<file path="src/rtl/simd_alu_issuer_pkg.sv">
// Shared SIMD definitions: opcode encoding, widths, issuer FSM states and
// the opcode legality check used by the command issuer.
package simd_alu_issuer_pkg;

    localparam int SIMD_OPC_WIDTH  = 6;
    localparam int SIMD_DATA_WIDTH = 256;

    typedef logic [SIMD_OPC_WIDTH-1:0] simd_opc_t;

    typedef enum logic [2:0] {
        OP_ADD, OP_S_ADD, OP_SUB, OP_S_SUB, OP_LSL, OP_LSR, OP_CMP, OP_GT
    } simd_op_e;

    typedef enum logic [1:0] {
        LANE_8, LANE_16, LANE_32, LANE_64
    } simd_lane_e;

    typedef enum logic [1:0] {
        ST_IDLE, ST_DRIVE, ST_CAPTURE
    } issuer_state_e;

    // Opcode = {1'b0, operation[2:0], lane size[1:0]}; codes with the MSB set are illegal.
    localparam simd_opc_t SIMD_ADD8   = 6'h00, SIMD_ADD16   = 6'h01, SIMD_ADD32   = 6'h02, SIMD_ADD64   = 6'h03;
    localparam simd_opc_t SIMD_S_ADD8 = 6'h04, SIMD_S_ADD16 = 6'h05, SIMD_S_ADD32 = 6'h06, SIMD_S_ADD64 = 6'h07;
    localparam simd_opc_t SIMD_SUB8   = 6'h08, SIMD_SUB16   = 6'h09, SIMD_SUB32   = 6'h0A, SIMD_SUB64   = 6'h0B;
    localparam simd_opc_t SIMD_S_SUB8 = 6'h0C, SIMD_S_SUB16 = 6'h0D, SIMD_S_SUB32 = 6'h0E, SIMD_S_SUB64 = 6'h0F;
    localparam simd_opc_t SIMD_LSL8   = 6'h10, SIMD_LSL16   = 6'h11, SIMD_LSL32   = 6'h12, SIMD_LSL64   = 6'h13;
    localparam simd_opc_t SIMD_LSR8   = 6'h14, SIMD_LSR16   = 6'h15, SIMD_LSR32   = 6'h16, SIMD_LSR64   = 6'h17;
    localparam simd_opc_t SIMD_CMP8   = 6'h18, SIMD_CMP16   = 6'h19, SIMD_CMP32   = 6'h1A, SIMD_CMP64   = 6'h1B;
    localparam simd_opc_t SIMD_GT8    = 6'h1C, SIMD_GT16    = 6'h1D, SIMD_GT32    = 6'h1E, SIMD_GT64    = 6'h1F;

    function automatic logic simd_opc_legal(input simd_opc_t opc);
        return opc < simd_opc_t'(32);
    endfunction

endpackage

</file>
<file path="src/rtl/simd_alu_issuer_if.sv">
// Command and response handshake bundle between a requester and the SIMD ALU issuer.
interface simd_alu_issuer_if #(
    parameter int DATA_WIDTH = 256,
    parameter int TAG_WIDTH  = 4
);
    logic                               cmd_valid;
    logic                               cmd_ready;
    simd_alu_issuer_pkg::simd_opc_t     cmd_opcode;
    logic [DATA_WIDTH-1:0]              cmd_a;
    logic [DATA_WIDTH-1:0]              cmd_b;
    logic [TAG_WIDTH-1:0]               cmd_tag;

    logic                               rsp_valid;
    logic                               rsp_ready;
    logic [DATA_WIDTH-1:0]              rsp_data;
    logic [DATA_WIDTH/8-1:0]            rsp_ovf;
    logic [DATA_WIDTH/8-1:0]            rsp_udf;
    logic [TAG_WIDTH-1:0]               rsp_tag;
    logic                               rsp_err;

    modport master (
        output cmd_valid, cmd_opcode, cmd_a, cmd_b, cmd_tag,
        input  cmd_ready,
        input  rsp_valid, rsp_data, rsp_ovf, rsp_udf, rsp_tag, rsp_err,
        output rsp_ready
    );

    modport slave (
        input  cmd_valid, cmd_opcode, cmd_a, cmd_b, cmd_tag,
        output cmd_ready,
        output rsp_valid, rsp_data, rsp_ovf, rsp_udf, rsp_tag, rsp_err,
        input  rsp_ready
    );
endinterface

</file>
<file path="src/rtl/simd_alu_issuer_rsp_fifo.sv">
// First-word-fall-through response FIFO; the head entry is always visible on rd_data_o.
module simd_alu_rsp_fifo #(
    parameter int WIDTH = 8,
    parameter int DEPTH = 4
) (
    input  logic                     clk,
    input  logic                     rst,
    input  logic                     wr_en_i,
    input  logic [WIDTH-1:0]         wr_data_i,
    input  logic                     rd_en_i,
    output logic [WIDTH-1:0]         rd_data_o,
    output logic                     empty_o,
    output logic [$clog2(DEPTH):0]   count_o
);
    localparam int AW = $clog2(DEPTH);
    localparam int CW = AW + 1;

    logic [WIDTH-1:0] mem_q [DEPTH];
    logic [AW-1:0]    wr_ptr_q;
    logic [AW-1:0]    rd_ptr_q;
    logic [CW-1:0]    count_q;
    logic             do_wr;
    logic             do_rd;

    assign do_rd     = rd_en_i && (count_q != '0);
    assign do_wr     = wr_en_i && ((count_q != CW'(DEPTH)) || do_rd);
    assign empty_o   = (count_q == '0);
    assign count_o   = count_q;
    assign rd_data_o = mem_q[rd_ptr_q];

    always_ff @(posedge clk) begin
        if (do_wr) begin
            mem_q[wr_ptr_q] <= wr_data_i;
        end
    end

    // Power-of-two depth lets the pointers wrap by plain overflow.
    always_ff @(posedge clk) begin
        if (rst) begin
            wr_ptr_q <= '0;
            rd_ptr_q <= '0;
            count_q  <= '0;
        end else begin
            if (do_wr) begin
                wr_ptr_q <= wr_ptr_q + 1'b1;
            end
            if (do_rd) begin
                rd_ptr_q <= rd_ptr_q + 1'b1;
            end
            case ({do_wr, do_rd})
                2'b10:   count_q <= count_q + 1'b1;
                2'b01:   count_q <= count_q - 1'b1;
                default: count_q <= count_q;
            endcase
        end
    end
endmodule

</file>
<file path="src/rtl/simd_alu_issuer.sv">
// Issues commands to a registered-operand SIMD ALU one at a time and queues the
// results (or an error entry for illegal opcodes) in a response FIFO.
module simd_alu_issuer
    import simd_alu_issuer_pkg::*;
#(
    parameter int DATA_WIDTH = SIMD_DATA_WIDTH,
    parameter int TAG_WIDTH  = 4,
    parameter int RSP_DEPTH  = 4
) (
    input  logic                     clk,
    input  logic                     rst,
    simd_alu_issuer_if.slave         bus,
    output simd_opc_t                alu_opcode_o,
    output logic [DATA_WIDTH-1:0]    alu_a_o,
    output logic [DATA_WIDTH-1:0]    alu_b_o,
    input  logic [DATA_WIDTH-1:0]    alu_out_i,
    input  logic [DATA_WIDTH/8-1:0]  alu_ovf_i,
    input  logic [DATA_WIDTH/8-1:0]  alu_udf_i,
    output logic                     busy_o
);
    localparam int FW = DATA_WIDTH / 8;
    localparam int RW = DATA_WIDTH + 2 * FW + TAG_WIDTH + 1;
    localparam int CW = $clog2(RSP_DEPTH) + 1;

    issuer_state_e           state_q;
    simd_opc_t               opc_q;
    logic [DATA_WIDTH-1:0]   a_q;
    logic [DATA_WIDTH-1:0]   b_q;
    logic [TAG_WIDTH-1:0]    tag_q;

    logic                    cmd_ready;
    logic                    cmd_fire;
    logic                    cmd_legal;
    logic                    fifo_wr;
    logic [RW-1:0]           fifo_wdata;
    logic [RW-1:0]           fifo_rdata;
    logic                    fifo_empty;
    logic [CW-1:0]           fifo_count;
    logic                    rsp_vis;
    logic [RW-1:0]           rsp_word;

    // Each in-flight operation reserves a FIFO slot so CAPTURE can never overflow it.
    assign cmd_ready = !rst && (state_q == ST_IDLE)
                       && ((fifo_count + CW'(state_q != ST_IDLE)) < CW'(RSP_DEPTH));
    assign cmd_fire  = cmd_ready && bus.cmd_valid;
    assign cmd_legal = simd_opc_legal(bus.cmd_opcode);

    assign bus.cmd_ready = cmd_ready;
    assign alu_opcode_o  = opc_q;
    assign alu_a_o       = a_q;
    assign alu_b_o       = b_q;
    assign busy_o        = !rst && ((state_q != ST_IDLE) || !fifo_empty);

    assign fifo_wr    = !rst && ((state_q == ST_CAPTURE) || (cmd_fire && !cmd_legal));
    assign fifo_wdata = (state_q == ST_CAPTURE)
                        ? {alu_out_i, alu_ovf_i, alu_udf_i, tag_q, 1'b0}
                        : {{(DATA_WIDTH + 2 * FW){1'b0}}, bus.cmd_tag, 1'b1};

    assign rsp_vis   = !rst && !fifo_empty;
    assign rsp_word  = rsp_vis ? fifo_rdata : '0;
    assign bus.rsp_valid = rsp_vis;
    assign {bus.rsp_data, bus.rsp_ovf, bus.rsp_udf, bus.rsp_tag, bus.rsp_err} = rsp_word;

    always_ff @(posedge clk) begin
        if (rst) begin
            state_q <= ST_IDLE;
            opc_q   <= '0;
            a_q     <= '0;
            b_q     <= '0;
            tag_q   <= '0;
        end else begin
            case (state_q)
                ST_IDLE: begin
                    if (cmd_fire && cmd_legal) begin
                        opc_q   <= bus.cmd_opcode;
                        a_q     <= bus.cmd_a;
                        b_q     <= bus.cmd_b;
                        tag_q   <= bus.cmd_tag;
                        state_q <= ST_DRIVE;
                    end
                end
                ST_DRIVE:   state_q <= ST_CAPTURE;
                ST_CAPTURE: state_q <= ST_IDLE;
                default:    state_q <= ST_IDLE;
            endcase
        end
    end

    simd_alu_rsp_fifo #(
        .WIDTH (RW),
        .DEPTH (RSP_DEPTH)
    ) u_rsp_fifo (
        .clk       (clk),
        .rst       (rst),
        .wr_en_i   (fifo_wr),
        .wr_data_i (fifo_wdata),
        .rd_en_i   (rsp_vis && bus.rsp_ready),
        .rd_data_o (fifo_rdata),
        .empty_o   (fifo_empty),
        .count_o   (fifo_count)
    );
endmodule

</file>
<file path="src/flat_wrapper.sv">
// flat-port wrapper written by rule: the top's interface ports become plain ports
module simd_alu_issuer_flat import simd_alu_issuer_pkg::*;
#(
    parameter int DATA_WIDTH = SIMD_DATA_WIDTH,
    parameter int TAG_WIDTH  = 4,
    parameter int RSP_DEPTH  = 4
)
  (clk, rst, alu_opcode_o, alu_a_o, alu_b_o, alu_out_i, alu_ovf_i, alu_udf_i, busy_o, bus_cmd_valid, bus_cmd_opcode, bus_cmd_a, bus_cmd_b, bus_cmd_tag, bus_cmd_ready, bus_rsp_valid, bus_rsp_data, bus_rsp_ovf, bus_rsp_udf, bus_rsp_tag, bus_rsp_err, bus_rsp_ready);
  simd_alu_issuer_if #(.DATA_WIDTH(DATA_WIDTH), .TAG_WIDTH(TAG_WIDTH)) bus_i ();
  input  logic clk;
  input  logic rst;
  output simd_opc_t alu_opcode_o;
  output logic [DATA_WIDTH-1:0] alu_a_o;
  output logic [DATA_WIDTH-1:0] alu_b_o;
  input  logic [DATA_WIDTH-1:0] alu_out_i;
  input  logic [DATA_WIDTH/8-1:0] alu_ovf_i;
  input  logic [DATA_WIDTH/8-1:0] alu_udf_i;
  output logic busy_o;
  input wire logic [$bits(bus_i.cmd_valid)-1:0] bus_cmd_valid;
  input wire logic [$bits(bus_i.cmd_opcode)-1:0] bus_cmd_opcode;
  input wire logic [$bits(bus_i.cmd_a)-1:0] bus_cmd_a;
  input wire logic [$bits(bus_i.cmd_b)-1:0] bus_cmd_b;
  input wire logic [$bits(bus_i.cmd_tag)-1:0] bus_cmd_tag;
  output wire logic [$bits(bus_i.cmd_ready)-1:0] bus_cmd_ready;
  output wire logic [$bits(bus_i.rsp_valid)-1:0] bus_rsp_valid;
  output wire logic [$bits(bus_i.rsp_data)-1:0] bus_rsp_data;
  output wire logic [$bits(bus_i.rsp_ovf)-1:0] bus_rsp_ovf;
  output wire logic [$bits(bus_i.rsp_udf)-1:0] bus_rsp_udf;
  output wire logic [$bits(bus_i.rsp_tag)-1:0] bus_rsp_tag;
  output wire logic [$bits(bus_i.rsp_err)-1:0] bus_rsp_err;
  input wire logic [$bits(bus_i.rsp_ready)-1:0] bus_rsp_ready;
  assign bus_i.cmd_valid = bus_cmd_valid;
  assign bus_i.cmd_opcode = bus_cmd_opcode;
  assign bus_i.cmd_a = bus_cmd_a;
  assign bus_i.cmd_b = bus_cmd_b;
  assign bus_i.cmd_tag = bus_cmd_tag;
  assign bus_cmd_ready = bus_i.cmd_ready;
  assign bus_rsp_valid = bus_i.rsp_valid;
  assign bus_rsp_data = bus_i.rsp_data;
  assign bus_rsp_ovf = bus_i.rsp_ovf;
  assign bus_rsp_udf = bus_i.rsp_udf;
  assign bus_rsp_tag = bus_i.rsp_tag;
  assign bus_rsp_err = bus_i.rsp_err;
  assign bus_i.rsp_ready = bus_rsp_ready;
  simd_alu_issuer #(.DATA_WIDTH(DATA_WIDTH), .TAG_WIDTH(TAG_WIDTH), .RSP_DEPTH(RSP_DEPTH)) u_core (.clk(clk), .rst(rst), .bus(bus_i), .alu_opcode_o(alu_opcode_o), .alu_a_o(alu_a_o), .alu_b_o(alu_b_o), .alu_out_i(alu_out_i), .alu_ovf_i(alu_ovf_i), .alu_udf_i(alu_udf_i), .busy_o(busy_o));
endmodule
</file>
<file path="config.mk">
export PLATFORM = sky130hd
export DESIGN_NAME = simd_alu_issuer_flat
export DESIGN_NICKNAME = d
export VERILOG_FILES = /design/src/rtl/simd_alu_issuer_pkg.sv /design/src/rtl/simd_alu_issuer_if.sv /design/src/rtl/simd_alu_issuer_rsp_fifo.sv /design/src/rtl/simd_alu_issuer.sv /design/src/flat_wrapper.sv
export SDC_FILE = /design/constraint.sdc
export NUM_CORES = 2
export LEC_CHECK = 0
export CELL_PAD_IN_SITES_DETAIL_PLACEMENT = 1
export CELL_PAD_IN_SITES_GLOBAL_PLACEMENT = 1
export CORE_AREA = 2 2 653 655
export DETAILED_ROUTE_END_ITERATION = 12
export DIE_AREA = 0 0 655 657
export PLACE_DENSITY = 0.48
export SKIP_CTS_REPAIR_TIMING = 1
export SKIP_LAST_GASP = 1
export SYNTH_ARGS = -nofsm -noshare
export SYNTH_HDL_FRONTEND = slang
export SYNTH_HIERARCHICAL = 1
export SYNTH_SLANG_ARGS = --single-unit
</file>
<file path="constraint.sdc">
create_clock -name clk -period 10.3 [get_ports clk]
set_clock_uncertainty 0.05 [all_clocks]
set_input_delay 1.03 -clock clk [delete_from_list [all_inputs] [get_ports clk]]
set_output_delay 1.03 -clock clk [all_outputs]
set_load 0.01 [all_outputs]
</file>
==> flow_metrics.tcl <==
set metrics [dict create \
    cts_root_buf "clkbuf_16" \
    drive_above_1_share_pct 19.96 \
    setup_viol 0 \
    insertion_delay_ns 0.89 \
    endpoint_kind "output port" \
    cts_buffer_depth 4 \
    placedCellCount 11350 \
    clk_pin_slew_worst_paths_ns 0.06 \
    syn-mean-instance-area_um2 17.64 \
    synth_fp_nets 5061 \
    max_slew_margin_pct 21.55 \
    synthCells 4210 \
    htreeDepth 4 \
    hold_class "register to register" \
    min_period_ns 5.623 \
    detail_route.vias_per_cell 3.702 \
    tightest_slew_ns 1.177 \
    grt_max_degree 144 \
    final_cells 11830 \
    io_pins 1692 \
    synth_cell_types 38 \
    dieArea_um2 430300 \
    antenna_left 0 \
    fp.coreArea_um2 422800 \
    crit_arrival_ns 4.54 \
    yosysWarnings 6 \
    outcome "completed" \
    maxCapViolCount 0 \
    hold_violations 0 \
    drt-wirelength-per-cell_um 27.14 \
    slew_viol_final 0 \
    synth_edf_count 1300 \
    ir_worst_vdd_mv 0.1322 \
    area_growth_pct 41.02 \
    final_common_cell "clkdlybuf4s50_1" \
    syn-cell-area_um2 74260 \
    final_cell_mix "clkdlybuf4s50_1, edfxtp_1, and2_1" \
    path_max_fanout 41 \
    post-dp-hpwl_um 238900 \
    cts_buffers 225 \
    synth.area.top_cells "edfxtp_1, dfxtp_1, mux4_2" \
    synth_top_area_cell "edfxtp_1" \
    ys_ff_latch 1833 \
    clock_sinks 1833 \
    antenna_found_initial 244 \
    fin_setup_tns_ns 0 \
    firstDrtPassIters 5 \
    worstSetupPathType "register to output port" \
    min_from "u_core/alu_opcode_o[5]" \
    reg2reg_from "u_core/state_q[1]" \
    tritoncts "done" \
    ys.flop_type "edfxtp_1" \
    die_h_um 657 \
    fmax_mhz 177.8 \
    die_w_um 655 \
    gp_congestion 0.8422 \
    nNetsFinal 6764 \
    drt_wl_total_um 321000 \
    rsz0062_at_grt "no" \
    port_buffers 1691 \
    required_ns 9.22 \
    grt_pass1_vias 47710 \
    yosysSeqAreaShare_pct 66.94 \
    vias 43780 \
    leakagePower_nw 36.19 \
    drtIter0Drc 2102 \
    post-route-period-util_pct 54.59 \
    critPathLaunchType "register" \
    grt_pass1_wl_um 428600 \
    async_reset_ff_share_pct 0 \
    initial_core_util_pct 17.56 \
    rows 239 \
    gr-total-overflow 0 \
    power_density_nw_per_um2 164.3 \
    grt_usage_pct 14.45 \
    synth_top_area_share_pct 52.57 \
    drc 0 \
]
where the power goes:
part           switching [W]  total, W  internal (W)  leakage, nW
registers          0.0000747   0.00805       0.00797         16.3
logic               0.000498   0.00121      0.000713         16.3
clock network        0.00332   0.00794       0.00462         3.60
cell usage after synthesis, types with 2 or more instances:
library cell,number
nor2b_1,496
a21oi_1,2
dfxtp_1,533
xor2_1,3
clkbuf_1,136
buf_2,45
nand2_1,13
mux2_4,470
mux4_2,325
nand3_1,3
and2_1,650
inv_1,6
buf_8,4
buf_6,78
nor2_1,8
edfxtp_1,1300
nand2b_1,59
mux2_2,23
mux2i_1,29
ha_1,4
nand3b_1,2
nor3b_1,2
xnor2_1,2
buf_4,3
stage by stage:
| stage | setup slack [ns] | total power (W) | instance area (um^2) | hold slack [ns] | util, % |
|---|---|---|---|---|---|
| global placement | 4.290 | 0.009428 | 97180 | 0.4109 | 22.98 |
| floorplan | 3.565 | 0.008629 | 74260 | 0.3989 | - |
| finish | 4.677 | 0.01720 | 104700 | 0.4256 | 24.77 |
| global route | 4.213 | 0.01784 | 104700 | 0.4454 | 24.75 |
| detailed placement | 4.351 | 0.009430 | 97180 | 0.4163 | 22.98 |
| CTS | 4.283 | 0.01755 | 104600 | 0.4319 | 24.73 |
final cells by class:
class	instances	area, um^2
Fill cell	45380	318100
Sequential cell	1833	49720
Multi-Input combinational cell	2103	22850
Timing Repair Buffer	1743	17510
Tap cell	5663	7086
Clock buffer	303	6300
Clock inverter	114	1086
Antenna cell	60	150.1
Inverter	7	26.28
worst max-delay path: stages, from the launching register on:
cell	delay, ns
dfxtp_4	0.79
buf_4	0.54
buf_4	0.80
mux4_2	0.72
and2_1	0.19
clkdlybuf4s50_1	0.48
logic make-up after synthesis:
| group | synth area share [%] |
|---|---|
| buffers and inverters | 2.325 |
| adders and majority gates | 0.09436 |
| xor gates and xnor gates | 0.05898 |
| muxes | 20.11 |
| DFF | 66.94 |
| AOI/OAI and AO/OA | 0.08426 |
| and+or+nand+nor | 10.38 |
per-layer routing:
metal  GRT usage (%)  vias to the layer above  part of all wire [%]
met5               0                        -                 0.048
met4           4.634                       24                   3.6
met3           4.904                      678                   8.1
met2           27.51                     1678                    54
met1           14.54                    22410                    34
li1                -                    18980                     -
worst paths after layout:
path | cells past startpoint | slack (ns) | end
worst max-delay path | 5 | 4.68 | bus_rsp_data[234]
worst min-delay path | 1 | 0.43 | u_core/alu_opcode_o[5]
worst max register to register | 8 | 5.18 | u_core/u_rsp_fifo/mem_q[3][146]
worst min register to register | 1 | 0.43 | u_core/alu_opcode_o[5]
state kept, by name, indices dropped and copies added, names as in the netlist, named ones only:
signal                      flops
u_core/state_q                  2
u_core/u_rsp_fifo/mem_q      1300
u_core/u_rsp_fifo/count_o       3
u_core/alu_b_o                256
u_core/alu_a_o                256
u_core/u_rsp_fifo/wr_ptr_q      2
u_core/u_rsp_fifo/rd_ptr_q      2
u_core/alu_opcode_o             6
u_core/tag_q                    4
No activity file was read; power rests on OpenSTA's default activity.
